[config.mk]
export PLATFORM = sky130hd
export DESIGN_NAME = lifo_stack_p_flat
export DESIGN_NICKNAME = d
export VERILOG_FILES = /design/src/rtl/stack_pkg.sv /design/src/rtl/lifo_stack_p_if.sv /design/src/rtl/stack_regfile.sv /design/src/rtl/lifo_stack_p.sv /design/src/flat_wrapper.sv
export SDC_FILE = /design/constraint.sdc
export NUM_CORES = 1
export LEC_CHECK = 0
export CORE_ASPECT_RATIO = 1.25
export CORE_UTILIZATION = 30
export DETAILED_ROUTE_END_ITERATION = 8
export GPL_ROUTABILITY_DRIVEN = 0
export PLACE_DENSITY = 0.5
export SLEW_MARGIN = 40
export SYNTH_ARGS = -nofsm -noshare
export SYNTH_HDL_FRONTEND = slang
export SYNTH_HIERARCHICAL = 1
export SYNTH_SLANG_ARGS = --single-unit
export TNS_END_PERCENT = 50
[constraint.sdc]
create_clock -name CLK -period 3.6 [get_ports CLK]
set_input_delay 0.9 -clock CLK [delete_from_list [all_inputs] [get_ports CLK]]
set_output_delay 0.9 -clock CLK [all_outputs]
set_load 0.02 [all_outputs]
[src/rtl/stack_pkg.sv]
// Shared types and helpers for the parametrised LIFO stack.
package stack_pkg;

  typedef enum logic [2:0] {
    OP_NOP,
    OP_PUSH,
    OP_POP,
    OP_REPL,
    OP_CLR
  } stack_op_e;

  function automatic int cnt_width(input int depth);
    return $clog2(depth + 1);
  endfunction

  // CLR outranks the strobes; both strobes together mean replace-top
  function automatic stack_op_e decode_op(input logic ce, input logic clr,
                                          input logic push, input logic pop);
    if (!ce)  return OP_NOP;
    if (clr)  return OP_CLR;
    case ({push, pop})
      2'b10:   return OP_PUSH;
      2'b01:   return OP_POP;
      2'b11:   return OP_REPL;
      default: return OP_NOP;
    endcase
  endfunction

endpackage

[src/rtl/lifo_stack_p_if.sv]
// Control/data bundle between the processor core and its LIFO stack.
interface lifo_stack_p_if
  import stack_pkg::*;
#(
  parameter int DATA_WIDTH = 8,
  parameter int DEPTH      = 8,
  localparam int CNT_W     = cnt_width(DEPTH)
);
  logic                  CE;
  logic                  CLR;
  logic                  PUSH;
  logic                  POP;
  logic [DATA_WIDTH-1:0] DATA_IN;
  logic [DATA_WIDTH-1:0] TOP;
  logic [CNT_W-1:0]      COUNT;
  logic                  FULL;
  logic                  EMPTY;
  logic                  OVF;
  logic                  UNF;

  modport master (
    output CE, CLR, PUSH, POP, DATA_IN,
    input  TOP, COUNT, FULL, EMPTY, OVF, UNF
  );

  modport slave (
    input  CE, CLR, PUSH, POP, DATA_IN,
    output TOP, COUNT, FULL, EMPTY, OVF, UNF
  );
endinterface

[src/rtl/stack_regfile.sv]
// DEPTH x DATA_WIDTH storage: one synchronous write port, one asynchronous read port.
module stack_regfile #(
  parameter int DATA_WIDTH = 8,
  parameter int DEPTH      = 8,
  localparam int AW        = $clog2(DEPTH)
) (
  input  logic                  CLK,
  input  logic                  WE,
  input  logic [AW-1:0]         WADDR,
  input  logic [DATA_WIDTH-1:0] WDATA,
  input  logic [AW-1:0]         RADDR,
  output logic [DATA_WIDTH-1:0] RDATA
);

  logic [DATA_WIDTH-1:0] mem [DEPTH];

  // Contents are deliberately not reset
  always_ff @(posedge CLK) begin
    if (WE) mem[WADDR] <= WDATA;
  end

  assign RDATA = mem[RADDR];

endmodule

[src/rtl/lifo_stack_p.sv]
// Parametrised LIFO data/return stack with push, pop, replace-top and clear.
// Define LIFO_STACK_ERR_EN to build the sticky OVF/UNF error flops.
module lifo_stack_p
  import stack_pkg::*;
#(
  parameter int DATA_WIDTH = 8,
  parameter int DEPTH      = 8,
  localparam int CNT_W     = cnt_width(DEPTH),
  localparam int AW        = $clog2(DEPTH)
) (
  input logic           CLK,
  input logic           nRST,
  lifo_stack_p_if.slave bus
);

  localparam logic [CNT_W-1:0] DEPTH_C = CNT_W'(DEPTH);
  localparam logic [CNT_W-1:0] ONE_C   = CNT_W'(1);

  stack_op_e             op;
  logic [CNT_W-1:0]      sp;
  logic [CNT_W-1:0]      sp_next;
  logic                  full;
  logic                  empty;
  logic                  we;
  logic [AW-1:0]         waddr;
  logic [AW-1:0]         raddr;
  logic [DATA_WIDTH-1:0] rdata;

  assign op    = decode_op(bus.CE, bus.CLR, bus.PUSH, bus.POP);
  assign full  = (sp == DEPTH_C);
  assign empty = (sp == '0);

  always_comb begin
    sp_next = sp;
    case (op)
      OP_CLR:  sp_next = '0;
      OP_PUSH: if (!full)  sp_next = sp + ONE_C;
      OP_POP:  if (!empty) sp_next = sp - ONE_C;
      OP_REPL: if (empty)  sp_next = ONE_C;
      default: sp_next = sp;
    endcase
  end

  always_ff @(posedge CLK or negedge nRST) begin
    if (!nRST) sp <= '0;
    else       sp <= sp_next;
  end

  // Gating with nRST keeps an edge that coincides with reset from writing
  always_comb begin
    we    = 1'b0;
    waddr = AW'(sp);
    case (op)
      OP_PUSH: we = nRST && !full;
      OP_REPL: begin
        we    = nRST;
        waddr = empty ? AW'(sp) : AW'(sp - ONE_C);
      end
      default: we = 1'b0;
    endcase
  end

  assign raddr = empty ? '0 : AW'(sp - ONE_C);

  stack_regfile #(
    .DATA_WIDTH (DATA_WIDTH),
    .DEPTH      (DEPTH)
  ) u_regfile (
    .CLK   (CLK),
    .WE    (we),
    .WADDR (waddr),
    .WDATA (bus.DATA_IN),
    .RADDR (raddr),
    .RDATA (rdata)
  );

  assign bus.TOP   = empty ? '0 : rdata;
  assign bus.COUNT = sp;
  assign bus.FULL  = full;
  assign bus.EMPTY = empty;

`ifdef LIFO_STACK_ERR_EN
  logic ovf;
  logic unf;

  // Sticky error flags; only reset or CLR clears them
  always_ff @(posedge CLK or negedge nRST) begin
    if (!nRST) begin
      ovf <= 1'b0;
      unf <= 1'b0;
    end else begin
      case (op)
        OP_CLR: begin
          ovf <= 1'b0;
          unf <= 1'b0;
        end
        OP_PUSH: if (full)  ovf <= 1'b1;
        OP_POP:  if (empty) unf <= 1'b1;
        OP_REPL: if (empty) unf <= 1'b1;
        default: ;
      endcase
    end
  end

  assign bus.OVF = ovf;
  assign bus.UNF = unf;
`else
  assign bus.OVF = 1'b0;
  assign bus.UNF = 1'b0;
`endif

endmodule

[src/flat_wrapper.sv]
// flat-port wrapper written by rule: the top's interface ports become plain ports
module lifo_stack_p_flat import stack_pkg::*;
#(
  parameter int DATA_WIDTH = 8,
  parameter int DEPTH      = 8,
  localparam int CNT_W     = cnt_width(DEPTH),
  localparam int AW        = $clog2(DEPTH)
)
  (CLK, nRST, bus_CE, bus_CLR, bus_PUSH, bus_POP, bus_DATA_IN, bus_TOP, bus_COUNT, bus_FULL, bus_EMPTY, bus_OVF, bus_UNF);
  lifo_stack_p_if #(.DATA_WIDTH(DATA_WIDTH), .DEPTH(DEPTH)) bus_i ();
  input logic CLK;
  input logic nRST;
  input wire logic [$bits(bus_i.CE)-1:0] bus_CE;
  input wire logic [$bits(bus_i.CLR)-1:0] bus_CLR;
  input wire logic [$bits(bus_i.PUSH)-1:0] bus_PUSH;
  input wire logic [$bits(bus_i.POP)-1:0] bus_POP;
  input wire logic [$bits(bus_i.DATA_IN)-1:0] bus_DATA_IN;
  output wire logic [$bits(bus_i.TOP)-1:0] bus_TOP;
  output wire logic [$bits(bus_i.COUNT)-1:0] bus_COUNT;
  output wire logic [$bits(bus_i.FULL)-1:0] bus_FULL;
  output wire logic [$bits(bus_i.EMPTY)-1:0] bus_EMPTY;
  output wire logic [$bits(bus_i.OVF)-1:0] bus_OVF;
  output wire logic [$bits(bus_i.UNF)-1:0] bus_UNF;
  assign bus_i.CE = bus_CE;
  assign bus_i.CLR = bus_CLR;
  assign bus_i.PUSH = bus_PUSH;
  assign bus_i.POP = bus_POP;
  assign bus_i.DATA_IN = bus_DATA_IN;
  assign bus_TOP = bus_i.TOP;
  assign bus_COUNT = bus_i.COUNT;
  assign bus_FULL = bus_i.FULL;
  assign bus_EMPTY = bus_i.EMPTY;
  assign bus_OVF = bus_i.OVF;
  assign bus_UNF = bus_i.UNF;
  lifo_stack_p #(.DATA_WIDTH(DATA_WIDTH), .DEPTH(DEPTH)) u_core (.CLK(CLK), .nRST(nRST), .bus(bus_i));
endmodule
-- After elaboration in Yosys (flattened, before gate mapping)
Memory sizes are Yosys's and may differ from the RTL's.
Cells that the tools add are included.
- memories kept: 1
- bits in writable memories: 64
- register bits after elaboration: 4
- input bits: 14
- output and inout bits: 16
- reductions and logical operators: 5
- $add $sub $neg: 2
- multiplexer cells: 18
- eq/ne operators: 11
- memory list (name ; depth ; bits a word ; rd ports ; clocked after memory_dff ; wr ports ; line ; text):
    u_core.u_regfile.mem ; 8 ; 8 ; 1 ; 0 ; 1 ; stack_regfile.sv:15 ; logic [DATA_WIDTH-1:0] mem [DEPTH];
- operators by type and width (operator ; count):
    $mux W3 ; 7
    $pmux W4 S4 ; 1
    $mux W4 ; 3
    $mux W8 ; 1
    $eq A3 B2 Y1 const B ; 2
    $pmux W2 S3 ; 1
    $add A4 B1 Y4 const B ; 1
    $eq A2 B2 Y1 const B ; 2
    $eq A4 B4 Y1 const B ; 1
    $logic_not A4 Y1 ; 1
    $mux W1 ; 4
    $ne A2 B2 Y1 const B ; 2
    $reduce_and A4 Y1 ; 1
    $reduce_bool A4 Y1 ; 1
    $sub A4 B1 Y4 const B ; 1
    $eq A3 B1 Y1 const B ; 1
    $eq A3 B3 Y1 const B ; 1
    $eq A2 B1 Y1 const B ; 1
    $ne A2 B1 Y1 const B ; 1
    $pmux W1 S2 ; 1
    $logic_and A1 B1 Y1 ; 1
    $logic_not A1 Y1 ; 1

-- Logic depth before layout (Yosys ltp)
- word-level depth: 8
- depth in mapped cells: 11

-- By module
Netlist, hierarchy kept.
- by module, submodules not included (module ; sequential area each (sq um) ; cells an instance ; instances ; area each (sq um)):
    stack_regfile ; 1921.8 ; 106 ; 1 ; 2531.2
    lifo_stack_p ; 100.1 ; 77 ; 1 ; 569.3

-- Least setup slack after synthesis
No wires, ideal clock.
- path kind: flip-flop to output port
- start point: register u_core.sp[0] (netlist: u_core/bus.COUNT[0])
- end point: output bus_TOP[0]
- cell stages (with the launch flop): 12
- required time: 2700 ps
- arrival: 2518 ps
- slack: 182 ps
- cell sequence: dfrtp_1 -> inv_1 -> ha_1 -> nand2b_4 -> nor2_2 -> buf_2 -> nor2_1 -> clkbuf_1 -> buf_2 -> mux4_2 -> mux2_2 -> nor2b_1
- cells in the longest elaborated chain, start to end: 4
- elaborated cells between the ends (all ways): 5
- RTL lines (item ; line ; text):
    from (decl) ; lifo_stack_p.sv:20 ; logic [CNT_W-1:0] sp;
    from (signal assigned) ; lifo_stack_p.sv:46 ; else sp <= sp_next;
    $logic_not A4 Y1 ; lifo_stack_p.sv:31 ; assign empty = (sp == '0);
    net bus_EMPTY ; flat_wrapper.sv:21 ; output wire logic [$bits(bus_i.EMPTY)-1:0] bus_EMPTY;
    $mux W3 ; lifo_stack_p.sv:63 ; assign raddr = empty ? '0 : AW'(sp - ONE_C);
    net u_core.raddr[2] ; lifo_stack_p.sv:26 ; logic [AW-1:0] raddr;
    $mem_v2 Z8 W8 ; - ;
    net u_core.rdata[0] ; lifo_stack_p.sv:27 ; logic [DATA_WIDTH-1:0] rdata;
    $mux W8 ; lifo_stack_p.sv:77 ; assign bus.TOP = empty ? '0 : rdata;
    to (decl) ; flat_wrapper.sv:18 ; output wire logic [$bits(bus_i.TOP)-1:0] bus_TOP;
The timed path passes the listed nets, and every way through them passes these cells.

-- Worst setup path in the final report
- start point: register u_core.sp[0] (netlist: u_core/bus.COUNT[0])
- end point: output bus_TOP[7]
- cells in the longest elaborated chain, start to end: 4
- elaborated cells between the ends (all ways): 5
- RTL lines (item ; line):
    $sub A4 B1 Y4 / $logic_not A4 Y1 (equally long branches) ; -
    $mux W3 (*) ; lifo_stack_p.sv:63
    net u_core.raddr[0] ; lifo_stack_p.sv:26
    $mem_v2 Z8 W8 (*) ; -
    net u_core.rdata[7] ; lifo_stack_p.sv:27
    $mux W8 (*) ; lifo_stack_p.sv:77
The timed path passes the listed nets; every way through them passes the cells marked *.

==> run_results.csv <==
group,metric,value,unit
logic_synthesis,ys_seq_area_share,65.2,%
power_and_ir_drop,internal_power,2040,uW
route,viasPerCell,4.65,
floorplan,dieWidth,92.9,um
global_route,grt_usage,13.0,%
worst_setup_path,cp.required,2.70,ns
timing,fmax,284,MHz
cells_and_area,fin_util,39.3,%
place,place_inst,357,
power_and_ir_drop,p_total,2960,uW
logic_synthesis,synth_area,0.00310,mm^2
worst_setup_path,cp-start-kind,"register",
logic_synthesis,syn_area_per_cell,16.9,um^2
floorplan,dieArea,0.0107,mm^2
worst_setup_path,path_max_fanout,8,
clocking,clk_path_buf_depth,2,
global_route,grt_pass1_wl,9.99,mm
place,numPortBuffers,27,
worst_setup_path,critical_path_arrival,2.62,ns
cells_and_area,syn_to_final_growth,27.6,%
timing,fin_crit_sh,97.7,%
route,vias,1749,
job,max_cap_violations,0,
floorplan,initial_core_util,30.8,%
power_and_ir_drop,p_clk_share,24.9,%
cells_and_area,n_antenna_cell,0,
clocking,holdBufCountCts,0,
route,ant_nets,0,
logic_synthesis,synth-seq-cells,68,
timing,whs,0.689,ns
power_and_ir_drop,switching_power,919,uW
global_route,grt-ovfl-total,0,
timing,hold_viol,0,
clocking,h-tree-depth,3,
power_and_ir_drop,p_leak,0.00141,uW
logic_synthesis,synth_edf_count,64,
floorplan,num_io_pins,30,
route,drtIter0Drc,66,
place,place_ws,-0.0340,ns
timing,worstMarginPinSlew,0.574,ns
global_route,grt_max_degree,14,
cells_and_area,final_nets,260,
power_and_ir_drop,powerDensity,749,mW/mm^2
worst_setup_path,path_class,"reg2out",
logic_synthesis,synth_ff_type,"edfxtp_1",
clocking,cts_sinks,68,
clocking,cts_root_buf,"clkbuf_16",
power_and_ir_drop,ir_drop,280,uV
timing,slew_headroom,61.4,%
cells_and_area,fin_cells,376,
timing,skew,0.00580,ns
power_and_ir_drop,p_sw_share,31.0,%
logic_synthesis,synth_cell_types,39,
floorplan,coreArea,0.0101,mm^2
timing,rsz0062_at_grt,"yes",
outcome,status,"finished, final reports clean",
timing,fin_crit,3.52,ns
clocking,cts_tree,"built",
timing,fin_ws,0.0835,ns
timing,finalSetupViolCount,0,
worst_hold_path,hp-class,"reg2reg",
global_route,grt_pass1_vias,1812,
floorplan,rows,41,
power_and_ir_drop,power.share.sequential,30.5,%
clocking,clkSlewWorstSetupHoldPaths,0.05,ns
floorplan,die_y,116,um
global_route,antenna_found_initial,0,
route,drc,0,
worst_setup_path,end_kind,"output pin",
cells_and_area,drive_gt1_share,28.3,%
route,wl,6.35,mm
logic_synthesis,netlist_instances,183,
clocking,cts_made_buffers,9,
power_and_ir_drop,pwr-share-comb,44.5,%
cells_and_area,final_common_cell,"edfxtp_1",
cells_and_area,mostFrequentLayoutCells,"edfxtp_1, buf_4, clkdlybuf4s50_1, nor2_1, mux4_1",
logic_synthesis,async_reset_ff_share,5.88,%
timing,maxSlewViolCount,0,
clocking,clock_latency,0.32,ns
place,place.detailed.hpwl,4.32,mm
logic_synthesis,yosysWarnings,6,
route,wl_per_cell,16.9,um
route,first_pass_iters,4,
final timing paths:
| path | start | to | slack (ns) | cells after the start |
|---|---|---|---|---|
| max | u_core/bus.COUNT[0] | bus_TOP[7] | 0.08 | 11 |
| min | u_core/bus.COUNT[1] | u_core/bus.COUNT[1] | 0.69 | 3 |
| max reg2reg | u_core/bus.COUNT[0] | u_core/u_regfile/mem[3][2] | 1.33 | 9 |
| min reg2reg | u_core/bus.COUNT[1] | u_core/bus.COUNT[1] | 0.69 | 3 |
| max in group asynchronous | nRST | u_core/bus.COUNT[2] | 2.57 | 1 |
| min in group asynchronous | nRST | u_core/bus.COUNT[1] | 0.81 | 1 |
flip-flops by register name, summed over array words and instances (netlist names):
signal                cells
u_core/bus.COUNT          4
u_core/u_regfile/mem     64
cells in the mapped netlist (2+ instances only):
library cell,count,share of area (%)
mux2_2,8,2.9
buf_2,3,0.48
nand2_1,7,0.85
buf_4,3,0.73
xnor2_1,2,0.57
ha_1,4,1.6
nor2_1,13,1.6
buf_6,2,0.73
o22ai_1,2,0.40
a21oi_1,4,0.65
o21ai_0,6,0.97
nor2b_1,9,1.8
nand2b_1,3,0.61
o31ai_1,3,0.73
a31oi_1,3,0.61
a221oi_1,2,0.57
mux4_1,15,13
inv_1,5,0.61
edfxtp_1,64,62
dfrtp_1,4,3.2
nor3_1,3,0.48
what timing repair did:
| action | CTS | global route |
|---|---|---|
| resized for setup | 32 | 9 |
| cloned | 1 | 0 |
| buffers inserted | 0 | 2 |
| setup endpoints to repair | 8 | 8 |
| pin swaps | 1 | 0 |
final cells by class:
type,count,area (um^2)
timing repair buffer,58,503
inverter,5,18.8
multi-input combinational,100,998
sequential,68,2020
clock buffer,12,236
fill,975,6100
tap,129,161
clock inverter,4,16.3
per-stage QoR:
step | cell area [um^2] | setup TNS, ns
final | 3960 | 0
after CTS | 3940 | 0
after floorplan | 3100 | 0
after global routing | 3960 | -0.0834
after global placement | 3670 | 0
after detailed placement | 3670 | -0.0940
power groups by stage:
stage / logic, uW / clock network (uW) / registers [uW]
2_1_floorplan: 806 / 0 / 936
3_3_place_gp: 1310 / 0 / 915
3_5_place_dp: 1300 / 0 / 916
4_1_cts: 1310 / 759 / 901
5_1_grt: 1430 / 783 / 905
6_report: 1320 / 739 / 904
worst max-delay path: stages (launching register included):
cell and delay [ns]:
dfrtp_1 0.36, inv_2 0.06, ha_4 0.16, nand2b_4 0.08, nor2_4 0.04, inv_2 0.07
ha_4 0.14, bufbuf_16 0.28, mux4_1 0.55, mux2_2 0.27, nor2b_1 0.12, buf_2 0.16
kinds of logic (layout without fill, tap and decap cells):
| kind of cell | after synthesis | in the layout | synth area share, % |
|---|---|---|---|
| compound gates | 24 | 24 | 4.96 |
| other cells | 1 | 2 | 0.121 |
| xor+xnor | 2 | 2 | 0.565 |
| simple gates | 44 | 44 | 7.75 |
| mux | 24 | 24 | 16.3 |
| flops | 68 | 68 | 65.2 |
| buf+inv | 16 | 79 | 3.43 |
| fa+ha+maj | 4 | 4 | 1.61 |
routing by layer:
layer / part of all wire [%] / GRT usage (%) / vias up / routed length [um]
met1: 44 / 15.6 / 860 / 2770
li1: - / - / 843 / -
met2: 50 / 22.5 / 34 / 3190
met4: 2.0 / 6.46 / 0 / 125
met5: 0 / 0 / - / 0
met3: 4.0 / 2.56 / 12 / 257
Power figures use the tool's default switching activity.
